File: src/rtl/mem_arb_pkg.sv
// Shared types for the fetch / load-store memory port arbiter.
package mem_arb_pkg;

  typedef enum logic {
    PRIO_LDST = 1'b0,
    PRIO_PC   = 1'b1
  } arb_state_t;

  typedef enum logic {
    OWN_PC   = 1'b0,
    OWN_LDST = 1'b1
  } owner_t;

  typedef struct packed {
    logic   valid;
    owner_t owner;
  } rd_tag_t;

  localparam rd_tag_t TAG_NONE = '{valid: 1'b0, owner: OWN_PC};

  // Tag recorded for an accepted command; writes never produce a response.
  function automatic rd_tag_t make_tag(input logic accepted, input logic is_read,
                                       input owner_t owner);
    rd_tag_t t;
    t.valid = accepted & is_read;
    t.owner = owner;
    return t;
  endfunction

endpackage

File: src/rtl/mem_port_arbiter_if.sv
// CPU-side and memory-side signals of the arbiter; slave is the arbiter's view.
interface mem_port_arbiter_if;
  logic        i_pc_rd;
  logic [15:0] i_pc_addr;
  logic        o_pc_wait;
  logic [15:0] o_pc_rddata;
  logic        o_pc_valid;

  logic        i_ldst_rd;
  logic        i_ldst_wr;
  logic [15:0] i_ldst_addr;
  logic [15:0] i_ldst_wrdata;
  logic        o_ldst_wait;
  logic [15:0] o_ldst_rddata;
  logic        o_ldst_valid;

  logic [15:0] o_mem_addr;
  logic        o_mem_rd;
  logic        o_mem_wr;
  logic [15:0] o_mem_wrdata;
  logic        i_mem_waitrequest;
  logic [15:0] i_mem_rddata;

  logic        o_err;

  modport slave (
    input  i_pc_rd, i_pc_addr, i_ldst_rd, i_ldst_wr, i_ldst_addr, i_ldst_wrdata,
    input  i_mem_waitrequest, i_mem_rddata,
    output o_pc_wait, o_pc_rddata, o_pc_valid,
    output o_ldst_wait, o_ldst_rddata, o_ldst_valid,
    output o_mem_addr, o_mem_rd, o_mem_wr, o_mem_wrdata, o_err
  );

  modport master (
    output i_pc_rd, i_pc_addr, i_ldst_rd, i_ldst_wr, i_ldst_addr, i_ldst_wrdata,
    output i_mem_waitrequest, i_mem_rddata,
    input  o_pc_wait, o_pc_rddata, o_pc_valid,
    input  o_ldst_wait, o_ldst_rddata, o_ldst_valid,
    input  o_mem_addr, o_mem_rd, o_mem_wr, o_mem_wrdata, o_err
  );
endinterface

File: src/rtl/rd_tag_pipe.sv
// Fixed-latency shift register of read tags; the last stage marks who owns
// the read data currently on the memory bus.
module rd_tag_pipe
  import mem_arb_pkg::*;
#(
  parameter int RD_LATENCY = 1
) (
  input  logic    clk,
  input  logic    reset_n,
  input  rd_tag_t tag_in,
  output rd_tag_t tag_out
);

  rd_tag_t stage_r [RD_LATENCY];

  // Shift every cycle; reset discards all in-flight tags.
  always_ff @(posedge clk or negedge reset_n) begin
    if (!reset_n) begin
      for (int i = 0; i < RD_LATENCY; i++) begin
        stage_r[i] <= TAG_NONE;
      end
    end else begin
      stage_r[0] <= tag_in;
      for (int i = 1; i < RD_LATENCY; i++) begin
        stage_r[i] <= stage_r[i-1];
      end
    end
  end

  assign tag_out = stage_r[RD_LATENCY-1];

endmodule

File: src/rtl/mem_port_arbiter.sv
// Shares one single-ported memory between instruction fetch and load/store,
// load/store first with a streak limit so fetch cannot starve.
module mem_port_arbiter
  import mem_arb_pkg::*;
#(
  parameter int RD_LATENCY      = 1,
  parameter int MAX_LDST_STREAK = 3
) (
  input logic               clk,
  input logic               reset_n,
  mem_port_arbiter_if.slave bus
);

  localparam logic [4:0] MAX_STREAK_W = 5'(MAX_LDST_STREAK);

  arb_state_t state_r, state_s;
  logic [3:0] streak_r, streak_s;
  logic       stall_r;
  owner_t     held_owner_r;
  logic       err_r;

  logic    ldst_req_s;
  logic    grant_pc_s;
  logic    grant_ldst_s;
  logic    granted_s;
  logic    accept_s;
  logic    is_read_s;
  owner_t  grant_owner_s;
  rd_tag_t tag_in_s;
  rd_tag_t tag_out_s;

  assign ldst_req_s = bus.i_ldst_rd | bus.i_ldst_wr;

  // Grant selection; a stalled command keeps its owner until the memory takes it.
  always_comb begin
    grant_pc_s   = 1'b0;
    grant_ldst_s = 1'b0;
    if (reset_n) begin
      if (stall_r) begin
        grant_ldst_s = (held_owner_r == OWN_LDST) & ldst_req_s;
        grant_pc_s   = (held_owner_r == OWN_PC) & bus.i_pc_rd;
      end else begin
        case (state_r)
          PRIO_LDST: begin
            grant_ldst_s = ldst_req_s;
            grant_pc_s   = bus.i_pc_rd & ~ldst_req_s;
          end
          PRIO_PC: begin
            grant_pc_s   = bus.i_pc_rd;
            grant_ldst_s = ldst_req_s & ~bus.i_pc_rd;
          end
          default: begin
            grant_pc_s   = 1'b0;
            grant_ldst_s = 1'b0;
          end
        endcase
      end
    end else begin
      grant_pc_s   = 1'b0;
      grant_ldst_s = 1'b0;
    end
  end

  assign granted_s     = grant_pc_s | grant_ldst_s;
  assign accept_s      = granted_s & ~bus.i_mem_waitrequest;
  assign grant_owner_s = grant_ldst_s ? OWN_LDST : OWN_PC;
  // rd+wr together is executed as a write.
  assign is_read_s     = grant_pc_s | (grant_ldst_s & ~bus.i_ldst_wr);
  assign tag_in_s      = make_tag(accept_s, is_read_s, grant_owner_s);

  // Memory command driven straight from the granted requester.
  always_comb begin
    bus.o_mem_addr   = 16'h0000;
    bus.o_mem_wrdata = 16'h0000;
    if (grant_ldst_s) begin
      bus.o_mem_addr   = bus.i_ldst_addr;
      bus.o_mem_wrdata = bus.i_ldst_wrdata;
    end else if (grant_pc_s) begin
      bus.o_mem_addr   = bus.i_pc_addr;
    end else begin
      bus.o_mem_addr   = 16'h0000;
    end
  end

  assign bus.o_mem_rd    = is_read_s;
  assign bus.o_mem_wr    = grant_ldst_s & bus.i_ldst_wr;
  assign bus.o_pc_wait   = ~reset_n | (grant_pc_s ? bus.i_mem_waitrequest : bus.i_pc_rd);
  assign bus.o_ldst_wait = ~reset_n | (grant_ldst_s ? bus.i_mem_waitrequest : ldst_req_s);

  // Priority FSM and streak counter; both freeze while the memory stalls.
  always_comb begin
    state_s  = state_r;
    streak_s = streak_r;
    if (bus.i_mem_waitrequest) begin
      state_s  = state_r;
      streak_s = streak_r;
    end else begin
      case (state_r)
        PRIO_LDST: begin
          if (accept_s && grant_ldst_s && bus.i_pc_rd &&
              (({1'b0, streak_r} + 5'd1) == MAX_STREAK_W)) begin
            state_s = PRIO_PC;
          end else begin
            state_s = PRIO_LDST;
          end
        end
        PRIO_PC: begin
          if ((accept_s && grant_pc_s) || !bus.i_pc_rd) begin
            state_s = PRIO_LDST;
          end else begin
            state_s = PRIO_PC;
          end
        end
        default: state_s = PRIO_LDST;
      endcase

      if (!bus.i_pc_rd || (accept_s && grant_pc_s)) begin
        streak_s = 4'd0;
      end else if (accept_s && grant_ldst_s && (streak_r != 4'hF)) begin
        streak_s = streak_r + 4'd1;
      end else begin
        streak_s = streak_r;
      end
    end
  end

  // Arbiter state, stall bookkeeping and the sticky error flag.
  always_ff @(posedge clk or negedge reset_n) begin
    if (!reset_n) begin
      state_r      <= PRIO_LDST;
      streak_r     <= 4'd0;
      stall_r      <= 1'b0;
      held_owner_r <= OWN_PC;
      err_r        <= 1'b0;
    end else begin
      state_r  <= state_s;
      streak_r <= streak_s;
      stall_r  <= granted_s & bus.i_mem_waitrequest;
      if (granted_s && bus.i_mem_waitrequest) begin
        held_owner_r <= grant_owner_s;
      end else begin
        held_owner_r <= held_owner_r;
      end
      err_r <= err_r | (bus.i_ldst_rd & bus.i_ldst_wr);
    end
  end

  rd_tag_pipe #(
    .RD_LATENCY(RD_LATENCY)
  ) u_rd_tag_pipe (
    .clk    (clk),
    .reset_n(reset_n),
    .tag_in (tag_in_s),
    .tag_out(tag_out_s)
  );

  assign bus.o_pc_valid    = tag_out_s.valid & (tag_out_s.owner == OWN_PC);
  assign bus.o_ldst_valid  = tag_out_s.valid & (tag_out_s.owner == OWN_LDST);
  assign bus.o_pc_rddata   = bus.i_mem_rddata;
  assign bus.o_ldst_rddata = bus.i_mem_rddata;
  assign bus.o_err         = err_r;

endmodule

File: src/flat_wrapper.sv
// flat-port wrapper written by rule: the top's interface ports become plain ports
module mem_port_arbiter_flat import mem_arb_pkg::*;
#(
  parameter int RD_LATENCY      = 1,
  parameter int MAX_LDST_STREAK = 3
)
  (clk, reset_n, bus_i_pc_rd, bus_i_pc_addr, bus_i_ldst_rd, bus_i_ldst_wr, bus_i_ldst_addr, bus_i_ldst_wrdata, bus_i_mem_waitrequest, bus_i_mem_rddata, bus_o_pc_wait, bus_o_pc_rddata, bus_o_pc_valid, bus_o_ldst_wait, bus_o_ldst_rddata, bus_o_ldst_valid, bus_o_mem_addr, bus_o_mem_rd, bus_o_mem_wr, bus_o_mem_wrdata, bus_o_err);
  mem_port_arbiter_if bus_i ();
  input logic clk;
  input logic reset_n;
  input wire logic [$bits(bus_i.i_pc_rd)-1:0] bus_i_pc_rd;
  input wire logic [$bits(bus_i.i_pc_addr)-1:0] bus_i_pc_addr;
  input wire logic [$bits(bus_i.i_ldst_rd)-1:0] bus_i_ldst_rd;
  input wire logic [$bits(bus_i.i_ldst_wr)-1:0] bus_i_ldst_wr;
  input wire logic [$bits(bus_i.i_ldst_addr)-1:0] bus_i_ldst_addr;
  input wire logic [$bits(bus_i.i_ldst_wrdata)-1:0] bus_i_ldst_wrdata;
  input wire logic [$bits(bus_i.i_mem_waitrequest)-1:0] bus_i_mem_waitrequest;
  input wire logic [$bits(bus_i.i_mem_rddata)-1:0] bus_i_mem_rddata;
  output wire logic [$bits(bus_i.o_pc_wait)-1:0] bus_o_pc_wait;
  output wire logic [$bits(bus_i.o_pc_rddata)-1:0] bus_o_pc_rddata;
  output wire logic [$bits(bus_i.o_pc_valid)-1:0] bus_o_pc_valid;
  output wire logic [$bits(bus_i.o_ldst_wait)-1:0] bus_o_ldst_wait;
  output wire logic [$bits(bus_i.o_ldst_rddata)-1:0] bus_o_ldst_rddata;
  output wire logic [$bits(bus_i.o_ldst_valid)-1:0] bus_o_ldst_valid;
  output wire logic [$bits(bus_i.o_mem_addr)-1:0] bus_o_mem_addr;
  output wire logic [$bits(bus_i.o_mem_rd)-1:0] bus_o_mem_rd;
  output wire logic [$bits(bus_i.o_mem_wr)-1:0] bus_o_mem_wr;
  output wire logic [$bits(bus_i.o_mem_wrdata)-1:0] bus_o_mem_wrdata;
  output wire logic [$bits(bus_i.o_err)-1:0] bus_o_err;
  assign bus_i.i_pc_rd = bus_i_pc_rd;
  assign bus_i.i_pc_addr = bus_i_pc_addr;
  assign bus_i.i_ldst_rd = bus_i_ldst_rd;
  assign bus_i.i_ldst_wr = bus_i_ldst_wr;
  assign bus_i.i_ldst_addr = bus_i_ldst_addr;
  assign bus_i.i_ldst_wrdata = bus_i_ldst_wrdata;
  assign bus_i.i_mem_waitrequest = bus_i_mem_waitrequest;
  assign bus_i.i_mem_rddata = bus_i_mem_rddata;
  assign bus_o_pc_wait = bus_i.o_pc_wait;
  assign bus_o_pc_rddata = bus_i.o_pc_rddata;
  assign bus_o_pc_valid = bus_i.o_pc_valid;
  assign bus_o_ldst_wait = bus_i.o_ldst_wait;
  assign bus_o_ldst_rddata = bus_i.o_ldst_rddata;
  assign bus_o_ldst_valid = bus_i.o_ldst_valid;
  assign bus_o_mem_addr = bus_i.o_mem_addr;
  assign bus_o_mem_rd = bus_i.o_mem_rd;
  assign bus_o_mem_wr = bus_i.o_mem_wr;
  assign bus_o_mem_wrdata = bus_i.o_mem_wrdata;
  assign bus_o_err = bus_i.o_err;
  mem_port_arbiter #(.RD_LATENCY(RD_LATENCY), .MAX_LDST_STREAK(MAX_LDST_STREAK)) u_core (.clk(clk), .reset_n(reset_n), .bus(bus_i));
endmodule
File: config.mk
export PLATFORM = sky130hd
export DESIGN_NAME = mem_port_arbiter_flat
export DESIGN_NICKNAME = d
export VERILOG_FILES = /design/src/rtl/mem_arb_pkg.sv /design/src/rtl/mem_port_arbiter_if.sv /design/src/rtl/rd_tag_pipe.sv /design/src/rtl/mem_port_arbiter.sv /design/src/flat_wrapper.sv
export SDC_FILE = /design/constraint.sdc
export NUM_CORES = 1
export LEC_CHECK = 0
export CELL_PAD_IN_SITES_DETAIL_PLACEMENT = 0
export CELL_PAD_IN_SITES_GLOBAL_PLACEMENT = 1
export CORE_UTILIZATION = 17
export DETAILED_ROUTE_END_ITERATION = 10
export HOLD_SLACK_MARGIN = 0.12
export PLACE_DENSITY = 0.88
export SLEW_MARGIN = 5
export SYNTH_ARGS = -nofsm -noshare
export SYNTH_HDL_FRONTEND = slang
export SYNTH_SLANG_ARGS = --single-unit
export TNS_END_PERCENT = 1
File: constraint.sdc
create_clock -name clk -period 3 [get_ports clk]
set_input_delay 0.6 -clock clk [delete_from_list [all_inputs] [get_ports clk]]
set_output_delay 0.6 -clock clk [all_outputs]
set_load 0.005 [all_outputs]
# After elaboration in Yosys (flattened, before gate mapping)
# Cells that the tools add are included.
# classes
n_shift	0
div	0
mul	0
addsub	2
n_bitwise	26
muxes	17
n_lt_le_gt_ge	0
eq_ne	2
reduce_logical	10
# ops
cell	n
2-to-1 mux 16 bit	3
AND 1 bit	12
2-to-1 mux 1 bit	9
2-to-1 mux 4 bit	2
inverter 1 bit	8
logical AND 1 bit	6
OR 1 bit	6
one-hot mux 1 bit (2 select lines)	3
adder 4 x 1 -> 5 bit (second input constant)	1
equality test 5 x 2 -> 1 bit (second input constant)	1
adder 4 x 1 -> 4 bit (second input constant)	1
inequality test 4 bit (second input constant)	1
AND reduction 2 bit	1
nonzero test 2 bit	1
zero test 1 bit	1
logical OR 1 bit	1
# word_totals
ram_bits	0
latch_bits	0
reg_bits	10
output_inout_bits	71
mem_count	0
mem_bits_ro	0

# Longest topological paths before layout
# Gate-level depths: netlist of the first run.
# depth
depth_word	13
depth_mapped	8
mapped_depth_nobuf	5

# Cells and area by module
# From an unflattened synthesis of the first run, not the netlist that was laid out.
# hier_totals
cells_unflattened	138
hier_area_um2	1117.3
# by_module_without_submodules
mod	seq_area_each_um2	area_each_um2	cells_per_inst	instances
mem_port_arbiter	200.2	1067.3	136	1
rd_tag_pipe	50.0	50.0	2	1

# Least setup slack after synthesis of the first run
# Ideal clock, no wire load.
# synth_path
kind	input -> output
from	in bus_i_pc_rd
to	out bus_o_mem_addr[10]
t_required_ns	2.400
path_slack_ns	0.482
cell_stages	7
arrival_ns	1.918
path_buffers	3
path_cell_list	buf_6 -> and3b_4 -> or4_4 -> clkinv_2 -> buf_6 -> buf_4 -> a22o_1
# synth_via
elab_chain_len	6
word_cells_on_any_way	12
# synth_lines
element	line_no	rtl
start, declared	flat_wrapper.sv:11	input wire logic [$bits(bus_i.i_pc_rd)-1:0] bus_i_pc_rd;
AND 1 bit / inverter 1 bit (equally long branches)	mem_port_arbiter.sv:46, mem_port_arbiter.sv:50	
one-hot mux 1 bit (2 select lines) / AND 1 bit (equally long branches)	mem_port_arbiter.sv:43, mem_port_arbiter.sv:50	
2-to-1 mux 1 bit / one-hot mux 1 bit (2 select lines) (equally long branches)	mem_port_arbiter.sv:39, mem_port_arbiter.sv:43	
2-to-1 mux 1 bit (on tied branches)	mem_port_arbiter.sv:38, mem_port_arbiter.sv:39	
2-to-1 mux 16 bit / 2-to-1 mux 1 bit (equally long branches)	mem_port_arbiter.sv:78, mem_port_arbiter.sv:38	
2-to-1 mux 16 bit (*)	mem_port_arbiter.sv:75	if (grant_ldst_s) begin
end, declared	flat_wrapper.sv:25	output wire logic [$bits(bus_i.o_mem_addr)-1:0] bus_o_mem_addr;
# Mark *: on every way between the ends. The rest lies on a longest branch, timed or not.

# Worst setup path in the final report of the first run
# layout_path
from	in bus_i_pc_rd
to	out bus_o_mem_addr[13]
# Same word-level chain as after synthesis.

==> results of run 1 <==
## cells in the final DEF, fill, tap and decap left out, types with 4 or more instances in the layout
cell             synthesis  final
nand2_1                  5      5
dlymetal6s2s_1           0      6
clkbuf_2                 0      5
clkdlybuf4s50_1          0     55
a21o_1                   4      4
buf_4                   33     17
and2_1                  18     18
clkbuf_8                 0      4
a22o_1                  17     17
dfrtp_1                 10     10
dlygate4sd2_1            0     25
inv_1                    8      8
## registers in the layout (all words and copies together) (netlist names)
name                          flops
u_core.stall_r                    1
u_core.streak_r                   4
u_core.held_owner_r               1
u_core.bus.o_err                  1
u_core.u_rd_tag_pipe.tag_out      2
u_core.state_r                    1
## through the flow
stage               cells   util  cell area (um^2)  setup WS, ps
global route          300  0.311              2100           204
detailed placement    294  0.306              2070          -260
CTS                   298  0.310              2100          -214
floorplan             142      -              1190           482
global placement      294  0.306              2070          -263
finish                300  0.311              2100           255
## critical path, stage by stage
cell            delay (ps)
dlymetal6s2s_1         130
and3b_4                190
or4_4                  530
clkinv_4                80
buf_4                  110
buf_12                 120
a22o_1                 140
dlygate4sd2_1          240
## routing by layer
metal / vias to the layer above / track usage
li1: 623 / -
met1: 570 / 0.114
met2: 66 / 0.156
met3: 6 / 0.0318
met4: 0 / 0.0545
met5: - / 0
## worst paths after layout
path	cells past startpoint	startpoint	slack [ps]	endpoint
worst min register to register	1	u_core.bus.o_err	460	u_core.bus.o_err
max in group asynchronous	2	reset_n	2480	u_core.streak_r[2]
min in group clk	1	u_core.bus.o_err	460	u_core.bus.o_err
worst min-delay path	2	reset_n	380	u_core.held_owner_r
worst max register to register	7	u_core.stall_r	940	u_core.streak_r[2]
worst max-delay path	8	bus_i_pc_rd	260	bus_o_mem_addr[13]
## power breakdown
group,internal (uW),switching (uW),total [uW]
clock network,115,53.2,169
logic,165,89.7,254
registers,145,12.3,158
## timing repair
item                                    in CTS  in global routing
resized for setup                           34                 17
cloned                                       0                  0
buffers inserted                             0                  1
endpoints found under the setup margin      33                 26
hold endpoints to repair                     0                  0
## layout make-up
type | instances | area [um^2] | share of cell area
Antenna cell | 1 | 2.50 | 0.00119
Clock buffer | 4 | 55.1 | 0.0262
Inverter | 9 | 38.8 | 0.0184
Timing Repair Buffer | 112 | 1050 | 0.499
Multi-Input combinational cell | 84 | 607 | 0.289
Tap cell | 80 | 100 | 0.0476
Sequential cell | 10 | 250 | 0.119
## cell families after synthesis
kind of cell / count (synthesis)
xor gates and xnor gates: 1
AOI/OAI and AO/OA: 39
adders and majority gates: 2
and+or+nand+nor: 42
buffers and inverters: 48
DFF: 10
## synthesized netlist by cell type (2+ instances only)
cell,n
ha_1,2
a211oi_1,3
a21oi_1,3
clkbuf_1,2
nand3_1,2
and2_1,18
nand4_1,2
nand2_1,5
a31oi_1,2
nor4_1,3
nor2_1,3
a22o_1,17
buf_6,3
buf_4,33
dfrtp_1,10
a21o_1,4
inv_1,8
nor2b_1,3
==> metrics.txt, run 1 <==
clk slew on worst S/H paths=50 ps; die area=7320 um^2; worst endpoint required time=2400 ps; number of I/O pins=141; P&R area growth vs syn=77.3%; Detail Route met2 WL=1670 um; fin crit share=0.915; H-tree depth=1; Clock Skew=0.752 ps; routed wire length=3500 um; post-synthesis adder-cell area fraction=0.0211; CTS tree=built; relative slew slack=0.702; initial antenna violation count=1; Yosys Warn Count=0; RePlAce Congestion=0.785; number of synthesized flops with an enable pin=0; Hold WS=378 ps; combinational family with the most area after synthesis=buffers and inverters; Crit. End Element=output pin; CTS root buffer=clkbuf_8; # setup viols final=0; DR WL met3=344 um; Core Box Area=6760 um^2; total grt overflow=0; MaxCap Viol Count=0; Clk Latency, worst-skew pair=240 ps; 1st-iter DRT viols=22; cell taking the most area after synthesis=dfrtp_1; Synth Flop Type=dfrtp_1; row cnt=30; Starting Density=0.176; post-synthesis mux area share=0; Max clock buf depth=2; PwrDens=276 nW/um^2; routed vias=1265; Max Fclk=364 MHz; Post-Syn Area=1190 um^2; WS Path Type=in -> out; Simple-Gate Fraction of Synth Area=0.214; sequential element share of the synthesized area=0.211; Fill cells=737; post-synthesis xor/xnor area fraction=0.00738; CTS Buf Count=3; Tightest Hold Check Type=in -> async; M1 WL=1420 um; # port buffers=92; Max Used Layer=met4; synth unique cells=37; min cycle time layout=2740 ps; slew of the pin with the lowest slew margin=445 ps; Area contributors post-synth=dfrtp_1, buf_4, a22o_1; pin count of the biggest net entering global routing=13; final setup TNS=0 ps; status=finished, final reports clean; 1st-pass router iterations=4; CTS Sinks=10; asr flop ratio synth=1.00; Compound-Gate Fraction of Synth Area=0.269; Slew Viols, Final=0; Crit path arrival time=2140 ps; Yosys reg bits=10; syn_area_per_cell=8.35 um^2; post-DR wirelength/cell=11.7 um; Max FO, Critical Path=12; Leakage=0.00103 uW; post-synthesis cell count=142; vias in the first global route=1226; Max VDD drop=0.0893 mV; Vias/cell=4.22; die height=85.5 um; ANT nets after route=0; first-pass GRT wire length=5530 um; total power=581 uW; Mapped Nets=214; total track usage=0.0969; dpl hpwl=2960 um; Synth top area share=0.211; die span in x=85.5 um; RSZ-0062 raised after global routing=no; final hold viol count=0; ratio of cells with drive above 1 in the final layout=0.169; number of buffers inserted by hold repair at cts=0; drc violations=0; Final nets=292; crit start category=input pin
(Power assumes the default switching activity.)
==> run 2: changes to the inputs <==
CTS_CLUSTER_SIZE = 20   (was not set)
==> results of run 2 <==
The final DEF is identical to that of run 1; final timing and power are the same.
